===== src/rtl/vx_perf_memsys_csr_pkg.sv =====
// Shared definitions for the memory-system perf-counter CSR block: counter index map and FSM states.
// Index 12 is only mapped when PERF_DCACHE_PREFETCH_EN is defined.
package vx_perf_memsys_csr_pkg;

  localparam int PERF_MEMSYS_NUM = 20;

  localparam logic [4:0] PERF_MEMSYS_IDX_ICACHE_READS        = 5'd0;
  localparam logic [4:0] PERF_MEMSYS_IDX_ICACHE_READ_MISSES  = 5'd1;
  localparam logic [4:0] PERF_MEMSYS_IDX_ICACHE_PIPE_STALLS  = 5'd2;
  localparam logic [4:0] PERF_MEMSYS_IDX_ICACHE_CRSP_STALLS  = 5'd3;
  localparam logic [4:0] PERF_MEMSYS_IDX_DCACHE_READS        = 5'd4;
  localparam logic [4:0] PERF_MEMSYS_IDX_DCACHE_WRITES       = 5'd5;
  localparam logic [4:0] PERF_MEMSYS_IDX_DCACHE_READ_MISSES  = 5'd6;
  localparam logic [4:0] PERF_MEMSYS_IDX_DCACHE_WRITE_MISSES = 5'd7;
  localparam logic [4:0] PERF_MEMSYS_IDX_DCACHE_BANK_STALLS  = 5'd8;
  localparam logic [4:0] PERF_MEMSYS_IDX_DCACHE_MSHR_STALLS  = 5'd9;
  localparam logic [4:0] PERF_MEMSYS_IDX_DCACHE_PIPE_STALLS  = 5'd10;
  localparam logic [4:0] PERF_MEMSYS_IDX_DCACHE_CRSP_STALLS  = 5'd11;
  localparam logic [4:0] PERF_MEMSYS_IDX_DCACHE_PREFETCH     = 5'd12;
  localparam logic [4:0] PERF_MEMSYS_IDX_SMEM_READS          = 5'd13;
  localparam logic [4:0] PERF_MEMSYS_IDX_SMEM_WRITES         = 5'd14;
  localparam logic [4:0] PERF_MEMSYS_IDX_SMEM_BANK_STALLS    = 5'd15;
  localparam logic [4:0] PERF_MEMSYS_IDX_MEM_READS           = 5'd16;
  localparam logic [4:0] PERF_MEMSYS_IDX_MEM_WRITES          = 5'd17;
  localparam logic [4:0] PERF_MEMSYS_IDX_MEM_STALLS          = 5'd18;
  localparam logic [4:0] PERF_MEMSYS_IDX_MEM_LATENCY         = 5'd19;

  typedef enum logic [0:0] {
    ST_IDLE = 1'b0,
    ST_RSP  = 1'b1
  } state_e;

endpackage


===== src/rtl/vx_perf_memsys_csr_mux.sv =====
// 20:1 counter select; counters packed with index 0 in the low CTR_W bits.
// Config: PERF_DCACHE_PREFETCH_EN maps index 12; otherwise it reads as unmapped.
module vx_perf_memsys_csr_mux
  import vx_perf_memsys_csr_pkg::*;
#(
  parameter int CTR_W = 44
) (
  input  logic [4:0]                       i_idx,
  input  logic [PERF_MEMSYS_NUM*CTR_W-1:0] i_counters,
  output logic [CTR_W-1:0]                 o_value,
  output logic                             o_mapped
);

  always_comb begin
    o_value  = '0;
    o_mapped = 1'b0;
    if (int'(i_idx) < PERF_MEMSYS_NUM) begin
      o_mapped = 1'b1;
      o_value  = i_counters[int'(i_idx)*CTR_W +: CTR_W];
    end
`ifdef PERF_DCACHE_PREFETCH_EN
`else
    if (i_idx == PERF_MEMSYS_IDX_DCACHE_PREFETCH) begin
      o_mapped = 1'b0;
      o_value  = '0;
    end
`endif
  end

endmodule


===== src/rtl/vx_perf_memsys_csr.sv =====
// CSR read port for memory-system perf counters: 1-cycle response, one request per 2 cycles.
// Lo reads snapshot the full counter so the following hi read is coherent; see PERF_DCACHE_PREFETCH_EN in the mux.
module vx_perf_memsys_csr
  import vx_perf_memsys_csr_pkg::*;
#(
  parameter int CTR_W = 44
) (
  input  logic                             i_clk,
  input  logic                             i_reset,
  input  logic [PERF_MEMSYS_NUM*CTR_W-1:0] i_perf_memsys,
  input  logic                             i_req_valid,
  output logic                             o_req_ready,
  input  logic [4:0]                       i_req_idx,
  input  logic                             i_req_hi,
  output logic                             o_rsp_valid,
  input  logic                             i_rsp_ready,
  output logic [31:0]                      o_rsp_data,
  output logic                             o_rsp_err
);

  state_e           r_state;
  logic [31:0]      r_rsp_data;
  logic             r_rsp_err;
  logic [CTR_W-1:0] r_snap;
  logic [4:0]       r_snap_idx;
  logic             r_snap_vld;

  logic [CTR_W-1:0] w_live;
  logic             w_mapped;
  logic             w_accept;
  logic             w_snap_hit;
  logic [CTR_W-1:0] w_hi_src;
  logic [31:0]      w_hi_word;

  vx_perf_memsys_csr_mux #(.CTR_W(CTR_W)) u_mux (
    .i_idx      (i_req_idx),
    .i_counters (i_perf_memsys),
    .o_value    (w_live),
    .o_mapped   (w_mapped)
  );

  assign w_accept   = i_req_valid && (r_state == ST_IDLE);
  assign w_snap_hit = r_snap_vld && (r_snap_idx == i_req_idx);
  assign w_hi_src   = w_snap_hit ? r_snap : w_live;
  assign w_hi_word  = 32'(w_hi_src >> 32);

  always_ff @(posedge i_clk) begin
    if (i_reset) begin
      r_state    <= ST_IDLE;
      r_rsp_data <= '0;
      r_rsp_err  <= 1'b0;
      r_snap     <= '0;
      r_snap_idx <= '0;
      r_snap_vld <= 1'b0;
    end else begin
      case (r_state)
        ST_IDLE: begin
          if (w_accept) begin
            r_state <= ST_RSP;
            // Unmapped reads leave the snapshot untouched so a pending hi read stays coherent
            if (!w_mapped) begin
              r_rsp_data <= '0;
              r_rsp_err  <= 1'b1;
            end else if (!i_req_hi) begin
              r_rsp_data <= w_live[31:0];
              r_rsp_err  <= 1'b0;
              r_snap     <= w_live;
              r_snap_idx <= i_req_idx;
              r_snap_vld <= 1'b1;
            end else begin
              r_rsp_data <= w_hi_word;
              r_rsp_err  <= 1'b0;
              r_snap_vld <= 1'b0;
            end
          end
        end
        ST_RSP: begin
          if (i_rsp_ready) r_state <= ST_IDLE;
        end
        default: r_state <= ST_IDLE;
      endcase
    end
  end

  assign o_req_ready = (r_state == ST_IDLE);
  assign o_rsp_valid = (r_state == ST_RSP);
  assign o_rsp_data  = r_rsp_data;
  assign o_rsp_err   = r_rsp_err;

endmodule


===== config.mk =====
export PLATFORM = sky130hd
export DESIGN_NAME = vx_perf_memsys_csr
export DESIGN_NICKNAME = d
export VERILOG_FILES = /design/src/rtl/vx_perf_memsys_csr_pkg.sv /design/src/rtl/vx_perf_memsys_csr_mux.sv /design/src/rtl/vx_perf_memsys_csr.sv
export SDC_FILE = /design/constraint.sdc
export NUM_CORES = 1
export LEC_CHECK = 0
export BUFFER_PORTS_ARGS = -buffer_cell sky130_fd_sc_hd__buf_4
export CAP_MARGIN = 20
export CORE_AREA = 10 10 355 357
export CTS_CLUSTER_SIZE = 25
export DETAILED_ROUTE_END_ITERATION = 8
export DIE_AREA = 0 0 365 367
export GPL_ROUTABILITY_DRIVEN = 0
export MAX_ROUTING_LAYER = met4
export SLEW_MARGIN = 40
export SYNTH_ARGS = -nofsm -noshare
export SYNTH_HDL_FRONTEND = slang
export SYNTH_SLANG_ARGS = --single-unit

===== constraint.sdc =====
create_clock -name i_clk -period 2 [get_ports i_clk]
set_input_delay 0.4 -clock i_clk [delete_from_list [all_inputs] [get_ports i_clk]]
set_output_delay 0.4 -clock i_clk [all_outputs]
set_load 0.01 [all_outputs]

=== Yosys cells after proc, flatten, opt, wreduce, memory -nomap -nowiden ===
Cells that the tools add are included.

* Multipliers: 1
* Order comparisons: 1
* Eq/ne operators: 2
* Shift operators: 1
* Multiplexer cells: 12
* Bitwise gates (word level): 2
* Reduce and logical (&&, ||, !) cells: 5

{| class="wikitable"
|+ Operators by type and width
! kind !! number
|-
| 880-bit by 32-bit indexed part select with 44-bit output || 1
|-
| 44-bit 2-to-1 mux || 3
|-
| 32-bit 2-to-1 mux || 2
|-
| 5-bit by 4-bit multiplier with 9-bit output, second input constant || 1
|-
| 1-bit 2-to-1 mux || 6
|-
| 5-bit by 4-bit == test with 1-bit output, second input constant || 1
|-
| 5-bit == test || 1
|-
| 5-bit < comparator, second input constant || 1
|-
| 4-bit AND reduction || 1
|-
| 3-bit AND reduction || 1
|-
| 1-bit logical AND || 2
|-
| 1-bit inverter || 2
|-
| 1-bit case mux with 2 select lines || 1
|-
| 2-bit AND reduction || 1
|}

* Register bits: 84
* Bits of input ports: 890
* Output and inout bits: 35
* Logic and storage cells: 30

=== Longest topological paths before layout ===
Gate-level depths: netlist (run 1).

* Depth in word-level cells: 7
* Gate-level depth with buffers: 10
* Gate-level depth less buffers: 5

=== Hierarchy ===
Synthesis (run 1) repeated with hierarchy kept, for this count alone.

* Cell total of the unflattened synthesis: 1004
* Area total of the unflattened synthesis: 9609.2 um2

{| class="wikitable"
|+ Modules (own cells, without submodules)
! module !! times used !! cells each !! area an instance (um2) !! seq. area each (um2)
|-
| vx_perf_memsys_csr_mux || 1 || 779 || 7592.3 || 0.0
|-
| vx_perf_memsys_csr || 1 || 225 || 2016.9 || 1041.0
|}

=== Least setup slack after synthesis (run 1) ===
No wires, ideal clock.

* Path kind: input-to-reg
* Start point: input i_req_idx[2]
* End point: register r_rsp_data[12] (netlist: o_rsp_data[12])
* Setup time: 0.132 ns
* Data arrival time: 1.989 ns
* Required time: 1.868 ns
* Setup slack: -0.121 ns
* Stages: 8
* Buffers on the path: 4
* Path through: buf_2 -> buf_4 -> buf_4 -> clkbuf_1 -> mux4_2 -> mux2_2 -> o211ai_1 -> a21oi_1

* Longest elaborated chain between the ends: 6
* Elaborated cells on any way between the ends: 10
* Those cells by class: mul (1); order compare (1); eq/ne (1); shift (1); mux (6)

{| class="wikitable"
|+ RTL lines
! element !! line !! text
|-
| start, declared || vx_perf_memsys_csr.sv:13 || <nowiki>input logic [4:0] i_req_idx,</nowiki>
|-
| 5-bit by 4-bit multiplier with 9-bit output || vx_perf_memsys_csr_mux.sv:19 || <nowiki>o_value = i_counters[int'(i_idx)*CTR_W +: CTR_W];</nowiki>
|-
| 880-bit by 32-bit indexed part select with 44-bit output || vx_perf_memsys_csr_mux.sv:19 ||
|-
| 44-bit 2-to-1 mux || vx_perf_memsys_csr_mux.sv:17 || <nowiki>if (int'(i_idx) < PERF_MEMSYS_NUM) begin</nowiki>
|-
| 44-bit 2-to-1 mux || vx_perf_memsys_csr_mux.sv:23 || <nowiki>if (i_idx == PERF_MEMSYS_IDX_DCACHE_PREFETCH) begin</nowiki>
|-
| 32-bit 2-to-1 mux || vx_perf_memsys_csr.sv:64 || <nowiki>end else if (!i_req_hi) begin</nowiki>
|-
| 32-bit 2-to-1 mux (*) || vx_perf_memsys_csr.sv:61 || <nowiki>if (!w_mapped) begin</nowiki>
|-
| end signal, assigned || vx_perf_memsys_csr.sv:65 || <nowiki>r_rsp_data <= w_live[31:0];</nowiki>
|-
| end signal, assigned || vx_perf_memsys_csr.sv:71 || <nowiki>r_rsp_data <= w_hi_word;</nowiki>
|-
| end, declared || vx_perf_memsys_csr.sv:22 || <nowiki>logic [31:0] r_rsp_data;</nowiki>
|}

Mark *: on every way between the ends. The rest lies on a longest branch, timed or not.
A chain may end at the register's enable or synchronous reset.

=== Final worst setup path (run 1) ===
* Start point: input i_req_idx[0]
* End point: register r_rsp_data[19] (netlist: o_rsp_data[19])

Same word-level chain as after synthesis.

==> impl_metrics.env, run 1 <==
export IMPL_slew_violations=0
export IMPL_worstReg2RegEnd="o_rsp_data[11]$_SDFFE_PP0P_"
export IMPL_coreArea_sq_um=119000
export IMPL_synth_flop_cell="dfxtp_1"
export IMPL_p_leak_nw=8.62
export IMPL_ys_seq_area_frac=0.114
export IMPL_fin_cells=3445
export IMPL_hold_depth=3
export IMPL_synth_distinct_cells=53
export IMPL_postRouteAntennaNets=0
export IMPL_setup_viol=0
export IMPL_start_util=0.0770
export IMPL_path_buf_inv=3
export IMPL_status="complete, no violations"
export IMPL_drtIter0Drc=1300
export IMPL_root_buffer="clkbuf_16"
export IMPL_drive_gt1_frac=0.762
export IMPL_die_y_um=367
export IMPL_drv_cap=0
export IMPL_layout_min_cycle_time_ps=2000
export IMPL_num_vias=13300
export IMPL_dr_pass1_iters=5
export IMPL_grt_pass1_wl_mm=138
export IMPL_grt_use_total=0.159
export IMPL_hold_end="o_rsp_valid$_SDFF_PP0_"
export IMPL_final_core_util=0.170
export IMPL_async_flop_share=0
export IMPL_drt_total_wl_mm=111
export IMPL_min_from="i_rsp_ready"
export IMPL_synth_seq_cells=52
export IMPL_clk_latency_ps=330
export IMPL_portBuffers=924
export IMPL_num_nets_final=2744
export IMPL_worstPathMaxFanout=14
export IMPL_vias_per_cell=3.87
export IMPL_drc=0
export IMPL_antenna_found_initial=78
export IMPL_synthTopCellsByCount="198 x mux4_2, 69 x nand2_1, 62 x mux2i_1, 52 x dfxtp_1, 41 x buf_2"
export IMPL_path_class="input pin to flop"
export IMPL_finalHoldViolCount=0
export IMPL_min_period_over_period=0.999
export IMPL_cts_buffers=5
export IMPL_synth_edf_count=0
export IMPL_fp_row_count=127
export IMPL_gr_total_overflow=0
export IMPL_grt_max_degree=52
export IMPL_cts_tree="yes"
export IMPL_worst_setup_path_start_kind="input pin"
export IMPL_tightestPinTransition_ps=741
export IMPL_r2r_start="o_rsp_valid$_SDFF_PP0_"
export IMPL_rrSetupSlack_ps=60
export IMPL_synthToLayoutAreaGrowth_pct=121
export IMPL_yosys_area_top_type_share=0.486
export IMPL_max_slew_margin_rel=0.506
export IMPL_die_area_sq_um=134000
export IMPL_die_width_um=365
export IMPL_endpoint_kind="flop"
export IMPL_slowest_stage="mux4_2"
export IMPL_skew_ps=15.3
export IMPL_cp_depth=8
export IMPL_htreeDepth=2
export IMPL_synth_nets=1698
export IMPL_avgSynthCellArea_sq_um=11.3
export IMPL_clockBufferDepth=2
export IMPL_hp_class="input pin to flop"
export IMPL_synth_largest_area_cell="mux4_2"
export IMPL_crit_family="buffers and inverters"
export IMPL_crit_chain="clkbuf_16 > buf_6 > buf_4 > mux4_2 > nand2_1 > nand3_1 > o211ai_1 > a21oi_1"
export IMPL_synthTopCellsByArea="mux4_2 49%, dfxtp_1 11%, mux2i_1 6.8%"
export IMPL_rsz0062_at_grt="true"
export IMPL_r2r_cells=6
export IMPL_crit_required_ps=2180
export IMPL_grt_pass1_vias=14000
export IMPL_irDropWorstVdd_uv=361
export IMPL_arrival_ps=2180
export IMPL_hpwl_mm=99.4
export IMPL_synth_cells=808
export IMPL_max_stage_delay_ps=490
export IMPL_io_pins=925
export IMPL_yosysWarningCount=0
export IMPL_cts_sinks=52
export IMPL_mappedNetlistArea_sq_um=9170
export IMPL_placed_cells_incl_taps=3373
export IMPL_p_per_area_nw_per_um2=317
export IMPL_fmax_mhz=501
export IMPL_yosysMostFrequentCell="mux4_2"
export IMPL_clk_pin_slew_ps=100
export IMPL_wl_per_cell_um=32.3
-- what timing repair did --
action                     4_1_cts  5_1_grt
hold buffers                     0        0
resized for setup               36       38
setup endpoints to repair       32       30
cloned                           5        3
setup buffers                    7        7
pin swaps                        4       12
-- metal layers --
metal / routed length [um] / share of wire / track usage
met1: 47300 / 0.42 / 0.195
met2: 52300 / 0.47 / 0.255
met3: 10400 / 0.094 / 0.0570
met4: 1260 / 0.011 / 0.0196
met5: 0 / 0 / -
-- area by class of cell --
type,instances,area (sq um)
inverter,6,22.5
multi-input combinational,651,7810
clock buffer,5,125
timing repair buffer,1138,9210
clock inverter,3,27.5
fill,13300,98700
sequential,52,1040
antenna,42,105
tap,1548,1940
-- placed cells by master (no fill, tap or decap), drive strengths merged, types with 3 or more instances in the layout --
cell type | netlist | layout
o22a | 6 | 6
nor3 | 16 | 16
bufbuf | 0 | 3
mux4 | 198 | 198
o211ai | 29 | 29
diode | 0 | 42
dfxtp | 52 | 52
inv | 5 | 6
a32oi | 7 | 7
mux2 | 26 | 26
and2 | 3 | 3
buf | 73 | 1131
o32ai | 3 | 3
o221ai | 7 | 7
o22ai | 9 | 9
xor2 | 4 | 4
a21oi | 38 | 38
clkbuf | 26 | 9
nand2 | 69 | 69
nor2b | 8 | 8
nand4 | 4 | 4
a22oi | 36 | 36
a211oi | 23 | 23
and3 | 8 | 8
nor2 | 28 | 28
mux2i | 62 | 62
nand3 | 23 | 23
o21ai | 13 | 13
nor4 | 5 | 5
nand2b | 5 | 5
-- sequential cells by signal, indices dropped and copies added, names as in the netlist --
name and count:
o_rsp_err 1, o_rsp_valid 1, o_rsp_data 32, r_snap 12, r_snap_vld 1, r_snap_idx 5
-- worst max path at each step --
stage | slack (ps) | end | from
3_5_place_dp | -710 | o_rsp_data[11]$_SDFFE_PP0P_ | i_req_idx[1]
2_1_floorplan | -30 | o_rsp_data[12]$_SDFFE_PP0P_ | i_req_idx[0]
6_report | 3 | o_rsp_data[19]$_SDFFE_PP0P_ | i_req_idx[0]
3_3_place_gp | -1830 | o_rsp_data[11]$_SDFFE_PP0P_ | i_req_idx[2]
4_1_cts | -20 | o_rsp_data[5]$_SDFFE_PP0P_ | i_req_idx[0]
5_1_grt | -70 | o_rsp_data[11]$_SDFFE_PP0P_ | i_req_idx[1]
-- per-stage QoR --
stage	total power [mW]	setup WS, ps	area, sq um	setup TNS, ps	hold slack (ps)
global placement	5.18	-1830	19200	-20120	455
floorplan	2.64	-26.0	9190	-561	436
detailed placement	5.22	-714	19300	-19030	459
finish	6.43	2.90	20300	0	332
global route	6.73	-72.6	20300	-99.6	347
CTS	6.42	-19.0	19800	-23.2	317
-- cells by family after synthesis --
family                 Yosys count  synth area share
AO/OA/AOI/OAI                  185             0.141
XOR/XNOR                         5           0.00478
buffers and inverters          105            0.0646
flip-flops                      52             0.114
multiplexers                   286             0.586
AND/OR/NAND/NOR                175            0.0899
-- worst reg2reg max path: stages (launching register included) --
cell	delay, ps
dfxtp_1	320
nand2b_2	200
or3_1	430
nor4_4	360
buf_12	140
o32ai_1	70
a211oi_1	320
-- where the power goes --
group	internal, mW	switching (mW)
logic	2.51	1.76
registers	1.09	0.0402
clock network	0.481	0.556
total	4.08	2.36
Power figures use the tool's default switching activity.
==> run 2, diff against run 1 <==
--- a/config.mk
+++ b/config.mk
@@ -13,6 +13,7 @@
 export DIE_AREA = 0 0 365 367
 export GPL_ROUTABILITY_DRIVEN = 0
 export MAX_ROUTING_LAYER = met4
+export SETUP_SLACK_MARGIN = 0.5
 export SLEW_MARGIN = 40
 export SYNTH_ARGS = -nofsm -noshare
 export SYNTH_HDL_FRONTEND = slang
==> run 2 against run 1 <==
Effect of this change:
- the flow now finishes with violations (design-rule violations)
- via count grew 4.6%
- final cell count increased by 1.8%
- combinational power is 7.3% higher
- setup slack about the same
- critical path type unchanged
- critical endpoint is now o_rsp_data[15]$_SDFFE_PP0P_
- largest power group unchanged
==> impl_metrics.env, run 2 (synthesized netlist as in run 1, its figures left out) <==
export IMPL_status="finished, violations left"
export IMPL_violations="design-rule violations"
export IMPL_path_class="input pin to flop"
export IMPL_drv_cap=0
export IMPL_hp_class="input pin to flop"
export IMPL_fp_row_count=127
export IMPL_worst_setup_path_start_kind="input pin"
export IMPL_clk_latency_ps=350
export IMPL_grt_max_degree=32
export IMPL_cts_tree="yes"
export IMPL_irDropWorstVdd_uv=276
export IMPL_skew_ps=16.2
export IMPL_clockBufferDepth=2
export IMPL_finalHoldViolCount=0
export IMPL_die_y_um=367
export IMPL_max_stage_delay_ps=510
export IMPL_dr_pass1_iters=9
export IMPL_htreeDepth=2
export IMPL_setup_viol=0
export IMPL_layout_min_cycle_time_ps=2000
export IMPL_min_period_over_period=0.999
export IMPL_num_nets_final=2794
export IMPL_postRouteAntennaNets=0
export IMPL_hpwl_mm=102
export IMPL_final_common_cell="buf_4"
export IMPL_slew_violations=0
export IMPL_coreArea_sq_um=119000
export IMPL_arrival_ps=2210
export IMPL_grt_pass1_vias=14500
export IMPL_root_buffer="clkbuf_16"
export IMPL_grt_pass1_wl_mm=145
export IMPL_crit_start="i_req_idx[0]"
export IMPL_tightestPinTransition_ps=606
export IMPL_gr_total_overflow=0
export IMPL_crit_chain="buf_16 > buf_8 > buf_12 > mux4_2 > mux2_4 > o211ai_1 > a21oi_1"
export IMPL_most_common_layout_cells="1,090 x buf_4, 198 x mux4_2, 52 x nand2_1, 52 x dfxtp_1, 49 x mux2i_1"
export IMPL_cts_sinks=52
export IMPL_fmax_mhz=501
export IMPL_max_slew_margin_rel=0.594
export IMPL_endpoint_kind="flop"
export IMPL_antenna_found_initial=98
export IMPL_io_pins=925
export IMPL_grt_use_total=0.167
export IMPL_die_area_sq_um=134000
export IMPL_drt_total_wl_mm=117
export IMPL_clk_pin_slew_ps=100
export IMPL_drive_gt1_frac=0.807
export IMPL_drc=6
export IMPL_crit_family="multiplexers"
export IMPL_die_width_um=365
export IMPL_start_util=0.0770
export IMPL_drtIter0Drc=1416
export IMPL_num_vias=13900
export IMPL_p_leak_nw=9.12
export IMPL_path_buf_inv=3
export IMPL_final_core_util=0.181
export IMPL_slowest_stage="o211ai_1"
export IMPL_rsz0062_at_grt="true"
export IMPL_r2r_start="o_rsp_valid$_SDFF_PP0_"
export IMPL_synthToLayoutAreaGrowth_pct=135
export IMPL_worstPathMaxFanout=7
export IMPL_p_per_area_nw_per_um2=315
export IMPL_min_from="i_rsp_ready"
export IMPL_fin_tns_setup_ps=0
export IMPL_vias_per_cell=3.97
export IMPL_crit_required_ps=2210
export IMPL_cts_buffers=5
export IMPL_largest_reg_flops=32
export IMPL_wl_per_cell_um=33.4
export IMPL_portBuffers=924
run 2: metrics by stage:
| stage | area [sq um] | setup slack, ps | power, mW | cells | hold slack [ps] |
|---|---|---|---|---|---|
| finish | 21600 | 2.56 | 6.79 | 3507 | 329 |
| global route | 21600 | -69.7 | 7.07 | 3506 | 341 |
| CTS | 20600 | 62.2 | 6.64 | 3414 | 321 |
| detailed placement | 19100 | -633 | 5.09 | 3351 | 464 |
| global placement | 19100 | -615 | 5.06 | 3351 | 456 |
| floorplan | 9460 | 88.6 | 2.70 | 808 | 436 |
run 2: cell type report:
class                   count  area [sq um]
clock inverters             3          27.5
diodes                     54           135
repair buffers           1188         10000
fillers                 13200         97400
clock buffers               5           125
well taps                1548          1940
multi-input cells         651          8280
inverters                   6          23.8
flip-flops and latches     52          1040
run 2: layer usage:
| metal | global-route usage | up-vias | wire length, um |
|---|---|---|---|
| met5 | - | - | 0 |
| li1 | - | 5728 | - |
| met2 | 0.265 | 1064 | 54600 |
| met1 | 0.198 | 7021 | 47300 |
| met3 | 0.0730 | 114 | 13500 |
| met4 | 0.0237 | 0 | 1680 |
run 2: where the power goes:
part / total, mW / switching (mW) / internal (mW)
logic: 4.58 / 1.86 / 2.72
registers: 1.13 / 0.0425 / 1.09
clock network: 1.08 / 0.602 / 0.482
run 2: path summary, 6_finish.rpt:
| path | depth (start not counted) | to | slack [ps] |
|---|---|---|---|
| max | 7 | o_rsp_data[15]$_SDFFE_PP0P_ | 3 |
| min | 3 | o_rsp_valid$_SDFF_PP0_ | 330 |
| max reg2reg | 6 | o_rsp_data[0]$_SDFFE_PP0P_ | 200 |
| min reg2reg | 2 | r_snap[41]$_SDFFE_PP0P_ | 480 |
run 2: what timing repair did:
item                                    in CTS  in global routing
pin swaps                                   33                 56
gates cloned                                 9                  5
buffers inserted                            46                 34
resized for setup                          138                 94
hold buffers                                 0                  0
endpoints found under the setup margin      51                 50
run 2: worst register-to-register path: stages (launching register included):
cell and delay (ps):
dfxtp_1 330, nand2b_4 190, or3_4 460, nor4_2 250
buf_4 190, o41ai_1 80, a211oi_1 220
==> run 3, diff against run 2 <==
--- a/config.mk
+++ b/config.mk
@@ -5,14 +5,16 @@
 export SDC_FILE = /design/constraint.sdc
 export NUM_CORES = 1
 export LEC_CHECK = 0
-export BUFFER_PORTS_ARGS = -buffer_cell sky130_fd_sc_hd__buf_4
+export BUFFER_PORTS_ARGS = -buffer_cell sky130_fd_sc_hd__buf_2
 export CAP_MARGIN = 20
 export CORE_AREA = 10 10 355 357
 export CTS_CLUSTER_SIZE = 25
 export DETAILED_ROUTE_END_ITERATION = 8
 export DIE_AREA = 0 0 365 367
 export GPL_ROUTABILITY_DRIVEN = 0
+export GPL_TIMING_DRIVEN = 0
 export MAX_ROUTING_LAYER = met4
+export RECOVER_POWER = 100
 export SETUP_SLACK_MARGIN = 0.5
 export SLEW_MARGIN = 40
 export SYNTH_ARGS = -nofsm -noshare
==> run 3 against run 2 <==
Effect of this change:
- the run ends with design-rule violations, negative setup slack left
- largest power group unchanged
- clock skew decreased by 3.1 ps
- non-clock buffer count decreased by 73
- setup slack got worse by 180 ps
- final cell count decreased by 0.77%
- sequential share of layout area increased by 0.66 points
- global-route usage increased by 1.9 points
- critical path type unchanged
- core utilization decreased by 2.2 points
==> impl_metrics.env, run 3 (synthesized netlist as in run 1, its figures left out) <==
export IMPL_cts_tree="yes"
export IMPL_gr_total_overflow=0
export IMPL_grt_pass1_vias=14300
export IMPL_path_class="input pin to flop"
export IMPL_skew_ps=13.2
export IMPL_pwr_share_seq=0.178
export IMPL_holdBufCountCts=0
export IMPL_drv_cap=0
export IMPL_synthToLayoutAreaGrowth_pct=107
export IMPL_path_buf_inv=4
export IMPL_irDropWorstVdd_uv=309
export IMPL_antenna_found_initial=166
export IMPL_num_vias=14300
export IMPL_drtIter0Drc=1520
export IMPL_htreeDepth=2
export IMPL_post_place_ws_ps=-2000
export IMPL_drc=9
export IMPL_postRouteAntennaNets=0
export IMPL_r2r_cells=7
export IMPL_num_nets_final=2721
export IMPL_wl_per_cell_um=37.2
export IMPL_root_buffer="clkbuf_16"
export IMPL_crit_required_ps=2180
export IMPL_clk_pin_slew_ps=80
export IMPL_grt_pass1_wl_mm=158
export IMPL_drive_gt1_frac=0.770
export IMPL_swShare=0.411
export IMPL_slowest_stage="mux4_2"
export IMPL_p_per_area_nw_per_um2=332
export IMPL_worst_setup_path_start_kind="input pin"
export IMPL_layout_min_cycle_time_ps=2180
export IMPL_die_y_um=367
export IMPL_most_common_layout_cells="890 x buf_2, 198 x mux4_2, 64 x nand2_1, 64 x buf_4, 52 x dfxtp_1"
export IMPL_max_slew_margin_rel=0.510
export IMPL_rsz0062_at_grt="true"
export IMPL_die_area_sq_um=134000
export IMPL_clockBufferDepth=2
export IMPL_status="finished, violations left"
export IMPL_endpoint_kind="flop"
export IMPL_cts_buffers=5
export IMPL_endpoint="o_rsp_data[18]$_SDFFE_PP0P_"
export IMPL_slew_violations=0
export IMPL_coreArea_sq_um=119000
export IMPL_crit_chain="buf_16 > buf_16 > buf_12 > buf_16 > mux4_2 > mux2_4 > o211ai_1 > a21oi_1"
export IMPL_cts_sinks=52
export IMPL_finalHoldViolCount=0
export IMPL_setup_ws_ps=-180
export IMPL_cp_depth=8
export IMPL_cpMostUsedCell="buf_16"
export IMPL_io_pins=925
export IMPL_p_leak_nw=7.84
export IMPL_rrSetupSlack_ps=30
export IMPL_grt_max_degree=20
export IMPL_final_common_cell="buf_2"
export IMPL_fp_row_count=127
export IMPL_crit_family="multiplexers"
export IMPL_final_core_util=0.159
export IMPL_hpwl_mm=115
export IMPL_start_util=0.0770
export IMPL_max_stage_delay_ps=520
export IMPL_min_period_over_period=1.09
export IMPL_arrival_ps=2360
export IMPL_intPower_mw=3.71
export IMPL_power_switching_mw=2.59
export IMPL_violations="design-rule violations, negative setup slack"
export IMPL_largest_reg_flops=32
export IMPL_crit_start="i_req_idx[0]"
export IMPL_pwr_share_comb=0.662
export IMPL_portBuffers=917
export IMPL_min_from="i_rsp_ready"
export IMPL_drt_total_wl_mm=130
export IMPL_hp_class="input pin to flop"
export IMPL_vias_per_cell=4.11
export IMPL_worstPathMaxFanout=6
export IMPL_grt_use_total=0.186
export IMPL_tightestPinTransition_ps=736
export IMPL_r2r_start="o_rsp_valid$_SDFF_PP0_"
export IMPL_setup_viol=21
export IMPL_fmax_mhz=459
export IMPL_clk_latency_ps=330
export IMPL_dr_pass1_iters=9
export IMPL_die_width_um=365
export IMPL_clkPwrFrac=0.160
export IMPL_worstReg2RegEnd="o_rsp_data[18]$_SDFFE_PP0P_"
[run 3: changes by cell type in the layout (fill, tap and decap cells not counted), sizes merged]
cell and delta:
inv +2, diode +46, clkinv -1, bufbuf -1, clkbuf +59, clkinvlp -1
buf -131
[run 3: worst min path at each step]
stage | to | slack, ps | cells past startpoint
5_1_grt | o_rsp_valid$_SDFF_PP0_ | 370 | 3
6_report | o_rsp_valid$_SDFF_PP0_ | 350 | 3
3_5_place_dp | o_rsp_data[4]$_SDFFE_PP0P_ | 440 | 2
3_3_place_gp | o_rsp_data[4]$_SDFFE_PP0P_ | 440 | 2
2_1_floorplan | r_snap[41]$_SDFFE_PP0P_ | 440 | 2
4_1_cts | o_rsp_valid$_SDFF_PP0_ | 330 | 3
[run 3: cell type report]
class	instances	area, sq um
timing repair buffer	1016	5690
tap	1548	1940
inverter	6	23.8
sequential	52	1040
antenna	100	250
clock buffer	5	125
buffer	99	1500
fill	13400	100000
multi-input combinational	651	8380
clock inverter	3	28.8
[run 3: power by group through the flow]
| stage | logic (mW) | registers [mW] | clock network, mW |
|---|---|---|---|
| after floorplan | 1.55 | 1.15 | 0 |
| after global placement | 3.41 | 1.14 | 0 |
| after detailed placement | 3.46 | 1.14 | 0 |
| after CTS | 4.02 | 1.12 | 1.06 |
| after global routing | 4.37 | 1.13 | 1.06 |
| final | 4.18 | 1.12 | 1.01 |
[run 3: through the flow]
step                      total power, mW  cell area, sq um  setup TNS, ps  hold slack (ps)  std cells
final                                6.31             19000          -1840              345       3480
after global routing                 6.56             19000          -2770              367       3470
after CTS                            6.20             18100           -896              328       3341
after detailed placement             4.60             16000         -62230              444       3273
after global placement               4.55             16000         -64990              438       3273
after floorplan                      2.70              9460              0              436        808
[run 3: metal layers]
layer,GRT usage,vias up,share of wire
met3,0.0954,253,0.13
li1,-,5657,-
met2,0.288,1266,0.45
met4,0.0381,0,0.028
met1,0.214,7118,0.39
met5,-,-,0
[run 3: repair_timing]
item / CTS / global route
resized for setup: 275 / 64
cloned: 2 / 3
pin swaps: 42 / 56
setup buffers: 58 / 36
endpoints found under the setup margin: 52 / 52
[run 3: tightest hold or removal path: stages]
cell and delay (ps):
buf_2 70, nand2b_1 80, a21oi_1 60
